$ cat src/rtl/fp_cmp_req.sv
// Initiator-side sequencer for the FP comparator act/done handshake.
// Holds operands, pulses act, waits a bounded time for done and returns flags downstream.
module fp_cmp_req #(
   parameter int W   = 32,
   parameter int LAT = 2,
   parameter int TO  = 15,
   parameter int CW  = 4
) (
   input  logic         clk,
   input  logic         rst,
   input  logic         req_valid,
   output logic         req_ready,
   input  logic [W-1:0] req_a,
   input  logic [W-1:0] req_b,
   output logic [W-1:0] cmp_in1,
   output logic [W-1:0] cmp_in2,
   output logic         cmp_act,
   input  logic         cmp_done,
   input  logic         cmp_less,
   input  logic         cmp_eq,
   input  logic         cmp_great,
   input  logic         cmp_inv,
   output logic         rsp_valid,
   input  logic         rsp_ready,
   output logic [3:0]   rsp_flags,
   output logic         rsp_timeout,
   output logic         rsp_err,
   output logic         busy
);

   typedef enum logic [1:0] {IDLE, ISSUE, WAIT, RESP} state_t;

   localparam logic [CW-1:0] LAT_C = CW'(LAT);
   localparam logic [CW-1:0] TO_C  = CW'(TO);
   localparam logic [CW-1:0] ONE_C = CW'(1);

   state_t         state_reg;
   logic [CW-1:0]  cnt_reg;
   logic [W-1:0]   in1_reg;
   logic [W-1:0]   in2_reg;
   logic           act_reg;
   logic           rsp_valid_reg;
   logic [3:0]     flags_reg;
   logic           timeout_reg;
   logic           err_reg;

   logic [3:0]     flags_next;
   logic [1:0]     ones_next;
   logic           err_next;

   // A valid result has exactly one ordering flag; an unordered result has at most one.
   always_comb begin
      flags_next = {cmp_less, cmp_eq, cmp_great, cmp_inv};
      ones_next  = {1'b0, cmp_less} + {1'b0, cmp_eq} + {1'b0, cmp_great};
      err_next   = cmp_inv ? (ones_next > 2'd1) : (ones_next != 2'd1);
   end

   always_ff @(posedge clk or negedge rst) begin
      if (!rst) begin
         state_reg     <= IDLE;
         cnt_reg       <= '0;
         in1_reg       <= '0;
         in2_reg       <= '0;
         act_reg       <= 1'b0;
         rsp_valid_reg <= 1'b0;
         flags_reg     <= '0;
         timeout_reg   <= 1'b0;
         err_reg       <= 1'b0;
      end else begin
         case (state_reg)
            IDLE: begin
               if (req_valid) begin
                  in1_reg   <= req_a;
                  in2_reg   <= req_b;
                  act_reg   <= 1'b1;
                  state_reg <= ISSUE;
               end
            end
            ISSUE: begin
               act_reg   <= 1'b0;
               cnt_reg   <= '0;
               state_reg <= WAIT;
            end
            WAIT: begin
               cnt_reg <= cnt_reg + ONE_C;
               // Early done may be left over from the previous operation.
               if (cnt_reg >= LAT_C && cmp_done) begin
                  flags_reg     <= flags_next;
                  timeout_reg   <= 1'b0;
                  err_reg       <= err_next;
                  rsp_valid_reg <= 1'b1;
                  state_reg     <= RESP;
               end else if (cnt_reg == TO_C) begin
                  flags_reg     <= '0;
                  timeout_reg   <= 1'b1;
                  err_reg       <= 1'b0;
                  rsp_valid_reg <= 1'b1;
                  state_reg     <= RESP;
               end
            end
            RESP: begin
               if (rsp_ready) begin
                  rsp_valid_reg <= 1'b0;
                  if (req_valid) begin
                     in1_reg   <= req_a;
                     in2_reg   <= req_b;
                     act_reg   <= 1'b1;
                     state_reg <= ISSUE;
                  end else begin
                     state_reg <= IDLE;
                  end
               end
            end
            default: state_reg <= IDLE;
         endcase
      end
   end

   assign req_ready   = (state_reg == IDLE) || (state_reg == RESP && rsp_ready);
   assign busy        = (state_reg != IDLE);
   assign cmp_in1     = in1_reg;
   assign cmp_in2     = in2_reg;
   assign cmp_act     = act_reg;
   assign rsp_valid   = rsp_valid_reg;
   assign rsp_flags   = flags_reg;
   assign rsp_timeout = timeout_reg;
   assign rsp_err     = err_reg;

endmodule

$ cat config.mk
export PLATFORM = sky130hd
export DESIGN_NAME = fp_cmp_req
export DESIGN_NICKNAME = d
export VERILOG_FILES = /design/src/rtl/fp_cmp_req.sv
export SDC_FILE = /design/constraint.sdc
export NUM_CORES = 1
export LEC_CHECK = 0
export ABC_AREA = 1
export BUFFER_PORTS_ARGS = -buffer_cell sky130_fd_sc_hd__buf_2
export CELL_PAD_IN_SITES_DETAIL_PLACEMENT = 1
export CELL_PAD_IN_SITES_GLOBAL_PLACEMENT = 2
export CORE_ASPECT_RATIO = 1.5
export CORE_MARGIN = 4
export CORE_UTILIZATION = 27
export DETAILED_ROUTE_END_ITERATION = 8
export PLACE_DENSITY = 0.87
export SYNTH_ARGS = -nofsm -noshare
export SYNTH_HDL_FRONTEND = slang
export SYNTH_SLANG_ARGS = --single-unit
$ cat constraint.sdc
create_clock -name clk -period 1.7 [get_ports clk]
set_input_delay 0.17 -clock clk [delete_from_list [all_inputs] [get_ports clk]]
set_output_delay 0.17 -clock clk [all_outputs]
set_load 0.01 [all_outputs]
# Yosys cells after proc, flatten, opt, wreduce, memory -nomap -nowiden
# Index checks and enable logic that the tools add are counted.
# totals
wordCells	63
output_inout_bits	74
reg_bits	78
# classes
order_cmp	2
addsub	3
eq_ne	8
n_reduce_logical	15
mux	26
# ops
op	n
32-bit two-way mux	4
32-bit one-hot mux with 2 select lines	2
1-bit two-way mux	10
2-bit nonzero test	5
2-bit two-way mux	4
4-bit two-way mux	2
2-bit one-hot mux with 4 select lines	1
4-bit one-hot mux with 2 select lines	1
2-bit AND reduction	3
3-bit AND reduction	2
4-bit by 1-bit adder with 4-bit output, second input constant	1
2-bit == test, second input constant	2
4-bit == test, second input constant	1
4-bit by 2-bit greater-or-equal comparator with 1-bit output, second input constant	1
2-bit inequality test, second input constant	2
3-bit inequality test, second input constant	1
1-bit one-hot mux with 3 select lines	1
3-bit nonzero test	1
1-bit by 1-bit adder with 2-bit output	1
2-bit by 1-bit adder with 2-bit output	1
2-bit by 1-bit == test with 1-bit output, second input constant	1
2-bit by 1-bit greater-than comparator with 1-bit output, second input constant	1
1-bit logical AND	2
2-bit logical NOT	1
3 further kinds	3

# Logic depth before layout (Yosys ltp)
# logic_depth
word_depth	5
ltp_mapped	10

# Worst setup path after synthesis
# No wires, ideal clock.
# synth_path
path_kind	reg2reg
start	reg state_reg[0]
end	reg in1_reg[0], in the netlist cmp_in1[0]
stages_incl_launch_ff	7
synth_period_minus_slack_ns	1.426
arrival_time_ns	1.309
path_buffers	2
slack_ns	0.274
path_cell_list	dfrtp_1 inv_1 ha_1 o211ai_2 buf_6 buf_6 o21ai_2
# synth_between
elab_chain_cells	3
word_cells_on_any_way	6
cone_classes	eq/ne: 2; mux: 1; reduce/logical: 3
# synth_lines
element	line_no	text
from (decl)	37	state_t state_reg;
from (signal assigned)	60	state_reg <= IDLE;
from (signal assigned)	76	state_reg <= ISSUE;
from (signal assigned)	82	state_reg <= WAIT;
2-bit == test or 2-bit logical NOT (tied branches)	70	case (state_reg)
2-bit inequality test (no line) or 2-bit nonzero test (tied branches)	-	
2-bit AND reduction (no line)	-	
to (signal assigned)	73	in1_reg <= req_a;
to (signal assigned)	105	in1_reg <= req_a;
to (decl)	39	logic [W-1:0] in1_reg;
# Parallel ways exist; a longest one is shown, timed or not.
# A chain may end at the register's enable or synchronous reset.

# Worst setup path in the final report
# layout_path
start	reg state_reg[1]
end	out req_ready
# layout_between
elab_chain_cells	3
word_cells_on_any_way	4
cone_classes	eq/ne: 1; reduce/logical: 3
# layout_lines
element	line_no	text
2-bit == test	119	assign req_ready = (state_reg == IDLE) || (state_reg == RESP && rsp_ready);
1-bit logical AND	119	
1-bit logical OR (*)	119	
to (decl)	12	output logic req_ready,
# Mark *: on every way between the ends. The rest lies on a longest branch, timed or not.

==> results.py <==
metrics = {
    "final_layout": {
        "antenna_cells": 0,
        "final_cell_mix": "145 x buf_2, 93 x nand2_1, 78 x inv_1, 78 x dfrtp_1, 40 x o21ai_2",
        "syn_to_final_growth_pct": 36.9,
        "fin_nets": 602,
        "final_common_cell": "buf_2",
        "drive_above_1_share": 0.411,
    },
    "worst_setup_path": {
        "critPathKind": "reg2out",
        "max_stage_delay_ps": 430,
        "r2r_end": "cmp_in2[16]",
        "reg2reg_slack_ps": 130,
        "critPathMaxFanout": 5,
        "end_kind": "output pin",
        "crit_buf_inv": 2,
        "r2r_cells": 7,
        "worstReg2RegStart": "state_reg[1]",
        "start_kind": "flip-flop",
        "cpMaxStageDelayCell": "dfrtp_1",
        "cp_top_family": "flip-flops",
        "cpMostUsedCell": "nand2_1",
        "crit_chain": "ha_1, buf_4, nand2_1, nand2_1, buf_2",
        "required_ps": 1530,
        "arrival_ps": 1420,
    },
    "die": {
        "rows": 50,
        "io-pin-count": 147,
        "initial_core_util": 0.278,
        "die_y_um": 147,
        "die-area_um2": 14900,
        "fp.dieW_um": 101,
        "core-area_um2": 12600,
    },
    "clock_tree": {
        "htree_levels": 3,
        "ctsResizeCount": 0,
        "clockBufferDepth": 2,
        "cts_sinks": 78,
        "cts-buffers-inserted": 9,
        "clock_latency_ps": 330,
        "cts_tree": "yes",
        "cts-root-buf": "clkbuf_16",
        "clkSlewWorstSetupHoldPaths_ps": 70,
    },
    "timing": {
        "worst_pin_slew_ps": 382,
        "slew_headroom": 0.746,
        "final-setup-viol-count": 0,
        "clock_skew_ps": 6.86,
        "drv_slew": 0,
        "fmax_ghz": 0.629,
        "fin_crit_sh": 0.935,
        "hold_viol_final": 0,
        "fin_worst_hold_slack_ps": 66.2,
        "rsz0062_at_grt": "false",
        "layout_min_cycle_time_ps": 1590,
        "fin_setup_tns_ps": 0,
    },
    "logic_synthesis": {
        "async_reset_ff_frac": 1.00,
        "synth_nets": 446,
        "synth_edf_count": 0,
        "synth_area_leaders": "dfrtp_1 56%, o21ai_2 10%, nand2_1 10%",
        "postSynthAreaPerCell_um2": 9.61,
        "synth_top_cell_by_area": "dfrtp_1",
        "syn-instance-count": 364,
        "syn_area_um2": 3500,
        "synth_cell_types": 19,
        "synth_seq_area_share": 0.558,
        "synth.top_cell.area_share": 0.558,
        "yosysWarnings": 0,
        "ys_seq_elements": 78,
        "ys.flop_type": "dfrtp_1",
    },
    "pwr": {
        "ir_drop_mv": 0.606,
        "p_seq_frac": 0.348,
        "p_sw_uw": 3500,
        "power.share.clock": 0.230,
        "power.density_nw_per_um2": 1910,
        "switching_share": 0.382,
        "internal_power_uw": 5670,
        "power_frac_comb": 0.422,
        "p_leak_uw": 0.00275,
    },
    "grt": {
        "grt_max_degree": 53,
        "grt_pass1_vias": 3089,
        "grt_remaining_overflow": 0,
        "use_met2": 0.229,
        "grt_busiest_layer": "met2",
        "antenna_found_initial": 0,
        "grt_pass1_wl_mm": 15.2,
        "use_met3": 0.0297,
        "track_usage": 0.129,
        "use_met1": 0.152,
    },
    "hold_path": {
        "hp-start": "req_a[16]",
        "hp-class": "in2reg",
        "worstHoldPathCells": 3,
        "worstHoldEndpoint": "cmp_in1[16]",
    },
    "routing": {
        "wire_per_inst_um": 14.0,
        "totalWireLength_mm": 9.52,
        "via_per_inst": 4.26,
        "drcViolationCount": 0,
        "dr_total_vias": 2899,
        "postRouteAntennaNets": 0,
        "first_pass_iters": 4,
        "drt_iter0_drc": 53,
    },
    "placed_design": {
        "hpwl_mm": 7.28,
        "gp_congestion": 0.752,
        "io_buffers": 146,
    },
    "run": {
        "maxCapViolCount": 0,
    },
    "run_status": {
        "status": "completed",
    },
}
-- area by class of cell --
cell class	instances	area, µm²
Inverter	78	293
Clock buffer	10	239
Clock inverter	6	93.8
Fill cell	1490	7780
Multi-Input combinational cell	194	1110
Timing Repair Buffer	159	913
Tap cell	156	195
Sequential cell	78	1950
-- metal layers --
metal,part of all wire,vias up
li1,-,1424
met4,0.012,0
met5,0,-
met3,0.057,10
met2,0.53,87
met1,0.40,1378
-- worst min-delay path, delay by kind of cell --
kind                   cells  cell delay, ps
buffers and inverters      2             140
AOI/OAI and AO/OA          1              50
-- per-stage QoR --
stage / setup WS, ps / cell area [µm²] / util / total power [µW] / std cells
floorplan: 274 / 3500 / - / 5580 / 364
global placement: 181 / 4400 / 0.350 / 6850 / 661
detailed placement: 81.9 / 4400 / 0.350 / 7070 / 661
CTS: 52.8 / 4740 / 0.377 / 9220 / 678
global route: 8.93 / 4790 / 0.381 / 9900 / 681
finish: 111 / 4790 / 0.381 / 9170 / 681
-- worst max path at each step --
stage,startpoint,end,slack [ps],cells after the start
2_1_floorplan,state_reg[0],cmp_in1[0],270,6
3_3_place_gp,state_reg[1],cmp_in2[8],180,6
3_5_place_dp,state_reg[1],cmp_in2[15],80,6
4_1_cts,state_reg[1],cmp_in2[15],50,6
5_1_grt,state_reg[1],req_ready,9,5
6_report,state_reg[1],req_ready,110,5
-- Yosys cell counts (2+ instances only) --
| cell type | instances |
|---|---|
| nor2_1 | 4 |
| dfrtp_1 | 78 |
| nand3_1 | 8 |
| buf_6 | 14 |
| nor3b_1 | 2 |
| o21ai_0 | 5 |
| o21ai_2 | 40 |
| a21oi_1 | 3 |
| o21ai_1 | 24 |
| inv_1 | 78 |
| nand2_1 | 93 |
| ha_1 | 8 |
-- power groups by stage --
stage / Sequential, µW / Combinational (µW) / Clock [µW]
6_report: 3190 / 3870 / 2110
5_1_grt: 3330 / 4320 / 2250
4_1_cts: 3210 / 3850 / 2160
3_5_place_dp: 3240 / 3830 / 0
3_3_place_gp: 3210 / 3640 / 0
2_1_floorplan: 3570 / 2010 / 0
-- what timing repair did --
action                     4_1_cts  5_1_grt
hold buffers                     1        0
hold endpoints to repair        27        0
buffers inserted                 0        2
setup endpoints to repair        0       44
-- cell families (layout without fill, tap and decap cells) --
| logic type | after synthesis | count (layout) | share of synthesized area |
|---|---|---|---|
| buf+inv | 92 | 253 | 0.129 |
| flops | 78 | 78 | 0.558 |
| simple gates | 109 | 109 | 0.123 |
| fa+ha+maj | 9 | 9 | 0.0343 |
| compound gates | 76 | 76 | 0.156 |
Note: power is estimated with default switching activity, not from simulation.
